==> src/rtl/gate_logic_pipe.sv <==
`default_nettype none
// ============================================================================
//  Module   : gate_logic_pipe
//  Purpose  : Two-stage valid/ready pipeline applying a selectable bitwise
//             two-input function (AND/NAND/OR/NOR/XOR/XNOR) to WIDTH-bit
//             operands. Optional macro GATE_LOGIC_PIPE_STATS_EN adds a
//             saturating 16-bit output-transfer counter (TXN_COUNT).
//  Revision : 1.0  initial release
// ============================================================================
module gate_logic_pipe #(
    parameter int WIDTH = 8
) (
    input  logic             CLK,
    input  logic             RST,
    input  logic [WIDTH-1:0] A,
    input  logic [WIDTH-1:0] B,
    input  logic [2:0]       OP,
    input  logic             IN_VALID,
    output logic             IN_READY,
    output logic [WIDTH-1:0] Y,
    output logic             Y_ALL1,
    output logic             Y_ERR,
    output logic             OUT_VALID,
    input  logic             OUT_READY
`ifdef GATE_LOGIC_PIPE_STATS_EN
    ,
    output logic [15:0]      TXN_COUNT
`endif
);

    localparam logic [2:0] OP_AND  = 3'd0;
    localparam logic [2:0] OP_NAND = 3'd1;
    localparam logic [2:0] OP_OR   = 3'd2;
    localparam logic [2:0] OP_NOR  = 3'd3;
    localparam logic [2:0] OP_XOR  = 3'd4;
    localparam logic [2:0] OP_XNOR = 3'd5;

    logic             s1_valid;
    logic [WIDTH-1:0] s1_a;
    logic [WIDTH-1:0] s1_b;
    logic [2:0]       s1_op;

    logic             s2_valid;
    logic [WIDTH-1:0] s2_y;
    logic             s2_all1;
    logic             s2_err;

    logic             s2_adv;
    logic             s1_adv;
    logic             in_xfer;

    logic [WIDTH-1:0] func_y;
    logic             func_err;
    logic             func_all1;

    assign s2_adv  = !s2_valid || OUT_READY;
    assign s1_adv  = !s1_valid || s2_adv;
    assign in_xfer = IN_VALID && s1_adv;

    always_comb begin
        func_y   = '0;
        func_err = 1'b0;
        case (s1_op)
            OP_AND:  func_y = s1_a & s1_b;
            OP_NAND: func_y = ~(s1_a & s1_b);
            OP_OR:   func_y = s1_a | s1_b;
            OP_NOR:  func_y = ~(s1_a | s1_b);
            OP_XOR:  func_y = s1_a ^ s1_b;
            OP_XNOR: func_y = ~(s1_a ^ s1_b);
            default: func_err = 1'b1;
        endcase
    end

    // Illegal ops force func_y to zero, so the reduction is already 0 for them.
    assign func_all1 = &func_y;

    // Operand registers load only on a real transfer, so idle-cycle X never enters.
    always_ff @(posedge CLK) begin
        if (RST) begin
            s1_valid <= 1'b0;
            s1_a     <= '0;
            s1_b     <= '0;
            s1_op    <= '0;
            s2_valid <= 1'b0;
            s2_y     <= '0;
            s2_all1  <= 1'b0;
            s2_err   <= 1'b0;
        end else begin
            if (s1_adv) begin
                s1_valid <= in_xfer;
                if (in_xfer) begin
                    s1_a  <= A;
                    s1_b  <= B;
                    s1_op <= OP;
                end
            end
            if (s2_adv) begin
                s2_valid <= s1_valid;
                if (s1_valid) begin
                    s2_y    <= func_y;
                    s2_all1 <= func_all1;
                    s2_err  <= func_err;
                end
            end
        end
    end

    assign IN_READY  = s1_adv;
    assign OUT_VALID = s2_valid;
    assign Y         = s2_y;
    assign Y_ALL1    = s2_all1;
    assign Y_ERR     = s2_err;

`ifdef GATE_LOGIC_PIPE_STATS_EN
    logic [15:0] txn_count;

    always_ff @(posedge CLK) begin
        if (RST) begin
            txn_count <= 16'd0;
        end else if (s2_valid && OUT_READY && (txn_count != 16'hFFFF)) begin
            txn_count <= txn_count + 16'd1;
        end
    end

    assign TXN_COUNT = txn_count;
`endif

endmodule
`default_nettype wire

==> config.mk <==
export PLATFORM = sky130hd
export DESIGN_NAME = gate_logic_pipe
export DESIGN_NICKNAME = d
export VERILOG_FILES = /design/src/rtl/gate_logic_pipe.sv
export SDC_FILE = /design/constraint.sdc
export NUM_CORES = 1
export LEC_CHECK = 0
export BUFFER_PORTS_ARGS = -buffer_cell sky130_fd_sc_hd__buf_2
export CAP_MARGIN = 5
export CORE_UTILIZATION = 30
export DETAILED_ROUTE_END_ITERATION = 10
export GPL_ROUTABILITY_DRIVEN = 0
export SLEW_MARGIN = 20
export SYNTH_ARGS = -nofsm -noshare
export SYNTH_HDL_FRONTEND = slang
export SYNTH_SLANG_ARGS = --single-unit
==> constraint.sdc <==
create_clock -name CLK -period 1.6 [get_ports CLK]
set_input_delay 0 -clock CLK [delete_from_list [all_inputs] [get_ports CLK]]
set_output_delay 0 -clock CLK [all_outputs]
set_load 0.02 [all_outputs]
# Word-level counts from Yosys, hierarchy flattened
# Index checks and enable logic that the tools add are counted.
dict set report word_totals {
  regBits 31
  input_bits 23
}
dict set report classes {
  n_eq_ne 5
  mux 2
  bitwise_logic 6
  reduce_logical 10
}
# op count
set op_table {}
lappend op_table {{8-bit case mux with 6 select lines} 1}
lappend op_table {{8-bit NOT} 3}
lappend op_table {{8-bit AND} 1}
lappend op_table {{8-bit bitwise OR} 1}
lappend op_table {{8-bit AND reduction} 1}
lappend op_table {{8-bit bitwise XOR} 1}
lappend op_table {{3-bit by 2-bit equality test with 1-bit output, second input constant} 2}
lappend op_table {{3-bit equality test, second input constant} 2}
lappend op_table {{6-bit OR reduction} 1}
lappend op_table {{2-bit AND reduction} 2}
lappend op_table {{3-bit by 1-bit equality test with 1-bit output, second input constant} 1}
lappend op_table {{3-bit logical NOT} 1}
lappend op_table {{1-bit logical NOT} 2}
lappend op_table {{1-bit logical OR} 2}
lappend op_table {{1-bit logical AND} 1}
lappend op_table {{1-bit two-way mux} 1}

# Longest topological paths before layout
# Gate-level depths: netlist of run 1.
dict set report depth {
  depth_word 5
  ltp_mapped 7
  ltp_nobuf 7
}

# Worst setup path after synthesis of run 1
# No wires, ideal clock.
dict set report synth_timing {
  path_type {register to register}
  start {register s2_valid (netlist: OUT_VALID)}
  end {register s1_b[4]}
  arrival_time_ps 1571
  t_required_ps 1468
  slack_ps -104
  path_stages_with_launch 8
  path_cell_list {dfxtp_1 -> nor2b_1 -> nand2_1 -> and2_1 -> buf_2 -> buf_1 -> nand2_1 -> a21oi_1}
}
dict set report synth_between {
  elab_chain_cells 5
}
# item line_no
set synth_rtl {}
lappend synth_rtl {{start, declared} 43} ;# logic s2_valid;
lappend synth_rtl {{start signal, assigned} 98} ;# s2_valid <= s1_valid;
lappend synth_rtl {{1-bit logical NOT *} 56} ;# assign s2_adv = !s2_valid || OUT_READY;
lappend synth_rtl {{1-bit logical OR *} 56}
lappend synth_rtl {{1-bit logical OR *} 57} ;# assign s1_adv = !s1_valid || s2_adv;
lappend synth_rtl {{net IN_READY} 19} ;# output logic IN_READY,
lappend synth_rtl {{1-bit logical AND} 58} ;# assign in_xfer = IN_VALID && s1_adv;
lappend synth_rtl {{2-bit AND reduction (no line) *} n/a}
lappend synth_rtl {{end signal, assigned} 82} ;# s1_b <= '0;
lappend synth_rtl {{end signal, assigned} 93} ;# s1_b <= B;
lappend synth_rtl {{end, declared} 40} ;# logic [WIDTH-1:0] s1_b;
# The timed path passes the listed nets; every way through them passes the cells marked *.
# A chain may end at the register's enable or synchronous reset.

# Final worst setup path of run 1
dict set report layout_timing {
  start {register s1_op[1]}
  end {register s2_all1 (netlist: Y_ALL1)}
}
dict set report layout_between {
  elab_chain_cells 3
  word_cells_on_any_way 8
}
# item line_no
set layout_rtl {}
lappend layout_rtl {{start, declared} 41} ;# logic [2:0] s1_op;
lappend layout_rtl {{start signal, assigned} 83} ;# s1_op <= '0;
lappend layout_rtl {{start signal, assigned} 94} ;# s1_op <= OP;
lappend layout_rtl {{3-bit equality test, or another cell as far along} 63} ;# case (s1_op)
lappend layout_rtl {{8-bit case mux with 6 select lines *} 63}
lappend layout_rtl {{8-bit AND reduction *} 75} ;# assign func_all1 = &func_y;
lappend layout_rtl {{end signal, assigned} 101} ;# s2_all1 <= func_all1;
lappend layout_rtl {{end, declared} 45} ;# logic s2_all1;
# Every way passes the cells marked *; elsewhere a longest branch is shown, timed or not.

==> results of run 1 <==
==> routing by layer <==
metal | GRT usage [%] | share of wire [%]
met1 | 18.18 | 51
met2 | 20.52 | 43
met3 | 3.218 | 3.9
met4 | 7.091 | 1.8
met5 | 0 | 0
==> final cells by class <==
class                   count  area, um^2  area share, %
repair buffers             76       539.3          20.88
multi-input cells         160        1150          44.53
well taps                  72       90.09          3.488
flip-flops and latches     31       635.6          24.61
inverters                  18       67.56          2.616
clock buffers               8       100.1          3.876
==> Yosys cell counts (all sizes together), types with 2 or more instances <==
cell	n	share of area (%)
nand2	42	8.9
a221oi	3	1.5
nand3b	2	0.85
or2	2	0.71
ha	16	11
o32ai	4	2.8
o21a	4	1.7
buf	8	3.4
a211oi	3	1.3
clkbuf	4	0.85
xor2	3	1.5
nor3	10	2.8
inv	18	3.8
a21oi	22	6.2
dfxtp	31	35
nand2b	2	0.71
and2b	2	0.85
nor2	16	3.4
nor2b	14	5.8
xnor2	4	2.0
==> critical path, delay by kind of cell, from the launching register on <==
kind | cells | cell delay [ps]
AO/OA/AOI/OAI | 2 | 270
buffers and inverters | 1 | 130
flip-flops | 1 | 390
AND/OR/NAND/NOR | 3 | 860
==> worst paths after layout <==
check	from	end	slack [ps]
worst max-delay path	s1_op[1]	Y_ALL1	-120
worst min-delay path	OUT_READY	OUT_VALID	10
worst max register to register	s1_op[1]	Y_ALL1	-120
worst min register to register	Y[0]	Y[0]	460
==> through the flow <==
| step | utilization (%) | area (um^2) | TNS, ps |
|---|---|---|---|
| 4_1_cts | 43.13 | 2419 | -152.9 |
| 6_report | 46.05 | 2582 | -165.4 |
| 3_5_place_dp | 37.57 | 2107 | -232.1 |
| 2_1_floorplan | - | 1779 | -16.71 |
| 5_1_grt | 46.05 | 2582 | -370.3 |
| 3_3_place_gp | 37.57 | 2107 | -176.8 |
==> kinds of logic after synthesis <==
group,count (synthesis)
buffers and inverters,30
multiplexers,1
flip-flops,31
XOR/XNOR,7
adder cells (fa/ha/maj),16
AND/OR/NAND/NOR,96
AO/OA/AOI/OAI,40
==> registers in the layout (all words and copies together) (netlist names) <==
name       count
OUT_VALID      1
s1_valid       1
s1_a           8
s1_op          3
s1_b           8
Y_ALL1         1
Y              8
Y_ERR          1
==> power breakdown <==
group          internal (W)  switching (W)  leakage (nW)
Sequential         0.000818      0.0000356         0.259
Combinational      0.000235       0.000214         0.798
Clock              0.000392       0.000283        0.0515
==> timing repair <==
action / 4_1_cts / 5_1_grt
setup buffers: 0 / 3
hold buffers: 20 / 0
hold endpoints to repair: 20 / 0
cloned: 0 / 0
pin swaps: 0 / 10
gates resized for setup: 4 / 34
endpoints found under the setup margin: 7 / 27
==> impl_results.md, run 1 <==
* Crit-path cells: buf_4 -> nor2b_4 -> or2_2 -> a221oi_2 -> or4_1 -> o31ai_2
* Die area at between 6000 and 7000 um^2
* Drc violations at 0
* Post-Syn Area at 1773 um^2
* Syn avg cell area at 8.022 um^2
* Tightest Pin Transition at 388.9 ps
* Placed insts at 334
* Library cells used by synthesis at 36
* CP Capture Type: flop
* Run status: finished with violations
* Layout area overhead at 45.66%
* Clock sinks at 31
* Pwr/cell area at around 770 nW/um^2
* Critical Path Slowest Stage Cell: or4_1
* Max-slew headroom at the worst pin at roughly three quarters
* Largest family of logic cells by synthesized area: simple AND/OR/NAND/NOR gates
* Wirelength per Cell at between 10 and 15 um
* First drt pass iteration count at 4
* Vias in the first global route at 1433
* Max Root-Sink Buffers at 2
* Period utilisation layout at 107.6%
* Number of flops mapped to enable cells by yosys at 0
* Post-synthesis compound-gate area fraction at 15.46%
* Commonest register cell after synthesis: dfxtp_1
* Row count at 27
* RSZ-0062 raised after global routing: true
* Layout cells sized above 1 at 35.15%
* Leakage at about 1.1 nW
* Clk_lat worst skew at 280 ps
* Die X at 78.88 um
* # Max-Cap Violations at 0
* Multiplexer share of the synthesized area at 0.5646%
* TritonCTS clock tree: done
* Fin. Hold Viols at 0
* Syn Nets at 260
* I/O pins at 35
* Synth Instances at 221
* XOR/XNOR Fraction of Synth Area at ~3.5%
* CTS clk-pin slew, worst paths at approximately 70 ps
* Initial core utilization at between 30% and 40%
* Via count at between 1500 and 2000
* Final slew viol count at 0
* Initial antenna violation count at 0
* Most frequent cells in the layout: 41 x nand2_1, 34 x buf_2, 22 x a21oi_1
* Htree depth at 2
* Most common cell after layout, fill and taps aside: nand2_1
* Final Net Count at between 300 and 400
* Core Box Area at around 5600 um^2
* Total power at slightly below 0.002 W
* Crit-path max cell delay at 550 ps
* CTS Buf Count at 5
* CTS root buffer: clkbuf_8
* Largest net degree at the start of global routing at 20
* Routed Antenna Nets at 0
* Area share of fa/ha/maj cells after synthesis at a little under an eighth
* Critical path class: reg2reg
* Place WS at -135.0 ps
* R2R cell count at 6
* Share of synthesized flip-flops with an asynchronous set or reset at 0%
* CP required at 1810 ps
* Fmax at 0.5807 GHz
* Failing checks: setup timing
* Hold_ws at 13.66 ps
* Hold WC Path Type: in2reg
* Global-route wire length before repair at 6.589 mm
* GRT Util Overall at 13.69%
* Ys Warns at 0
* Crit-path max FO at 7
* Worst Hold Depth at 4
* Fill cell count at 598
* Die Span Y at 78.88 um
* Yosys reg bits at 31
* Drt initial violations at 48
* Sequential fraction of the synthesis area at 35.00%
* Gr ovfl total at 0
* Worst VDD drop at 0.3123 mV
* Crit path launch type: flop
* ANT cells at 0
* Final worst slack at -122.0 ps
* Finish-stage setup viols at 2
* Vias per inst at around 4.5
* Min cycle time layout at 1722 ps
* Clk_skew at 5.016 ps
* Port-buffer cells at 34
* Post-Layout Cell Count at 365
* Dpl hpwl at 2.736 mm
* WL final at 4.047 mm
* WP data arrival at between 1500 and 2000 ps
* Synth Area in Simple Gates at 26.18%
No activity file was read; power rests on OpenSTA's default activity.
==> run 2: changes to the inputs <==
ABC_AREA = 1   (was not set)
==> run 2 against run 1 <==
Compared with the run above: the flow finishes with violations (hold timing); clock skew about the same; first-iteration DRC count is 23% lower; register-to-register slack better by 280 ps; cell count grew 5.5%; non-clock buffer count down 26; synthesized cell count rose by 20%; worst setup slack improved by 280 ps; sequential share of layout area grew 3.0 points; design area down 13%; critical path depth rose by 3; highest routed layer unchanged.
==> impl_results.md, run 2 <==
* Design area at 2257 um^2
* Vias per inst at 4.587
* Fin. Hold Viols at 2
* Library cells used by synthesis at 16
* Critical Path Slowest Stage Cell: dfxtp_2
* Fill cell count at 607
* Layout cells sized above 1 at 18.21%
* CTS clk-pin slew, worst paths at about 60 ps
* GRT Util Overall at 14.96%
* TritonCTS clock tree: done
* Power share of the clock group at 31.8%
* Post-layout util at 40.49%
* Failing checks: hold timing
* Via count at 1766
* Tightest Pin Transition at 382.9 ps
* Hold_ws at -0.6915 ps
* Max Root-Sink Buffers at 2
* Top cells by count, synth: 67 x nand2_1, 47 x inv_1, 31 x dfxtp_1, 31 x o21ai_0, 26 x a21oi_1
* Ys Warns at 0
* Number of flops mapped to enable cells by yosys at 0
* Commonest register cell after synthesis: dfxtp_1
* Worst VDD drop at 0.3453 mV
* Leakage at 1.177 nW
* Drt initial violations at 37
* Hold WC Path Type: in2reg
* Met3 WL at ~140 um
* Largest net degree at the start of global routing at 40
* Fmax at 0.6958 GHz
* Post-Syn Area at 1757 um^2
* CTS Buf Count at 5
* Die Span Y at 78.52 um
* DR top layer: met4
* Sequential share of power at 44.0%
* ANT cells at 0
* Max-slew headroom at the worst pin at 74.44%
* Most frequent cells in the layout: 67 x nand2_1, 46 x inv_1, 34 x buf_2
* CP required at 1830 ps
* Synth area leaders: dfxtp_1 35%, nand2_1 14%, ha_1 11%
* Crit path launch type: flop
* Dpl hpwl at 2.967 mm
* Final Net Count at 352
* Top cell type's share of synthesized area at about a third
* Switching Share at 30.97%
* WL final at 4.122 mm
* Port-buffer cells at 34
* Net switching power at 0.0006115 W
* Sequential fraction of the synthesis area at 35.33%
* Die area at 6165 um^2
* WP data arrival at 1670 ps
* Layout area overhead at 28.49%
* Period utilisation layout at 89.83%
* Yosys reg bits at 31
* Gr ovfl total at 0
* Min cycle time layout at around 1400 ps
* Clock sinks at 31
* Clk_lat worst skew at 290 ps
* Crit path max-delay family: simple AND/OR/NAND/NOR gates
* Drc violations at 0
* I/O pins at 35
* Core Box Area at 5574 um^2
* Buffer and inverter count on the worst path at 1
* WL met2 at 1.905 mm
* Htree depth at 2
* First drt pass iteration count at 5
* Syn avg cell area at ~6.6 um^2
* Routed Antenna Nets at 0
* Vias in the first global route at 1657
* DRT met1 WL at between 1.5 and 2 mm
* Synth Instances at 265
* Initial antenna violation count at 0
* CTS root buffer: clkbuf_8
* Crit-path max cell delay at around 370 ps
* Most common cell after layout, fill and taps aside: nand2_1
* Critical path class: reg2reg
* Finish-stage setup viols at 0
* Most frequent cell after synthesis: nand2_1
* CP Capture Type: flop
* Power Internal at 0.001363 W
* Initial core utilization at 31.52%
* Die X at 78.52 um
* Global-route wire length before repair at 7.120 mm
* Crit-path cells: inv_1 -> nand2_1 -> nor2_2 -> nand2_1 -> o21ai_0 -> nor2_1 -> nor2_1 -> nand3_1 -> a21oi_1
* Syn Nets at 304
* Wirelength per Cell at 10.71 um
* Clk_skew at 4.819 ps
* Pwr/cell area at 874.8 nW/um^2
* Run status: finished with violations
* Placed cell areas at between 2000 and 2500 um^2
* # Max-Cap Violations at 0
* Comb power frac at 24.2%
* Synth area leader: dfxtp_1
* Row count at 27
* Share of synthesized flip-flops with an asynchronous set or reset at 0%
* Final slew viol count at 0
* Crit-path max FO at 6
-- run 2: changes by cell type after synthesis, moves of 10 or more --
cell / previous run / this run
nand2_1: 42 / 67
o21ai_0: 0 / 31
inv_1: 18 / 47
nor3_1: 10 / 0
nor2b_1: 12 / 0
nand3_1: 1 / 17
-- run 2: cell families (layout without fill, tap and decap cells) --
group / after synthesis / after routing / synth area share (%)
buf+inv: 56 / 104 / 12.25
simple gates: 101 / 101 / 23.08
fa+ha+maj: 16 / 16 / 11.40
flops: 31 / 31 / 35.33
compound gates: 61 / 61 / 17.95
-- run 2: power groups by stage --
stage / registers (W) / logic [W] / clock network (W)
2_1_floorplan: 0.000899 / 0.000298 / 0
3_3_place_gp: 0.000878 / 0.000450 / 0
3_5_place_dp: 0.000880 / 0.000455 / 0
4_1_cts: 0.000863 / 0.000477 / 0.000647
5_1_grt: 0.000876 / 0.000549 / 0.000694
6_report: 0.000868 / 0.000478 / 0.000629
-- run 2: cell type report --
class,count,area (um^2),share of cell area [%]
clock buffers,6,82.58,3.659
clock inverters,1,5.005,0.2217
inverters,47,176.4,7.816
multi-input cells,178,948.4,42.02
flip-flops and latches,31,624.3,27.66
well taps,72,90.09,3.991
repair buffers,50,330.3,14.63
-- run 2: through the flow --
stage	total power [W]	setup WS [ps]	std cells	TNS, ps
6_report	0.001975	162.7	385	0
5_1_grt	0.002119	-28.74	385	-28.74
4_1_cts	0.001987	8.758	385	0
3_5_place_dp	0.001335	18.27	367	0
3_3_place_gp	0.001328	45.55	367	0
2_1_floorplan	0.001197	100.3	265	0
-- run 2: repair_timing --
| action | CTS | global route |
|---|---|---|
| endpoints found under the setup margin | 0 | 4 |
| setup buffers | 0 | 0 |
| resized for setup | 0 | 10 |
| hold buffers | 11 | 0 |
| hold endpoints to repair | 14 | 0 |
-- run 2: per-layer routing --
layer	vias up	GRT usage, %
met5	-	0
met4	0	7.222
met3	16	3.953
met2	33	25.91
met1	785	16.87
li1	932	-
-- run 2: worst reg2reg max path, cell delays in order, from the launching register on --
cell	delay (ps)
dfxtp_2	370
inv_1	120
nand2_1	110
nor2_2	230
nand2_1	70
o21ai_0	90
nor2_1	100
nor2_1	110
nand3_1	70
a21oi_1	110
-- run 2: final timing paths --
check | from | to | slack [ps] | cells past startpoint
worst max-delay path | s1_op[1] | Y_ALL1 | 160 | 9
worst min register to register | Y[4] | Y[4] | 460 | 2
worst min-delay path | A[0] | s1_a[0] | -0.7 | 3
worst max register to register | s1_op[1] | Y_ALL1 | 160 | 9
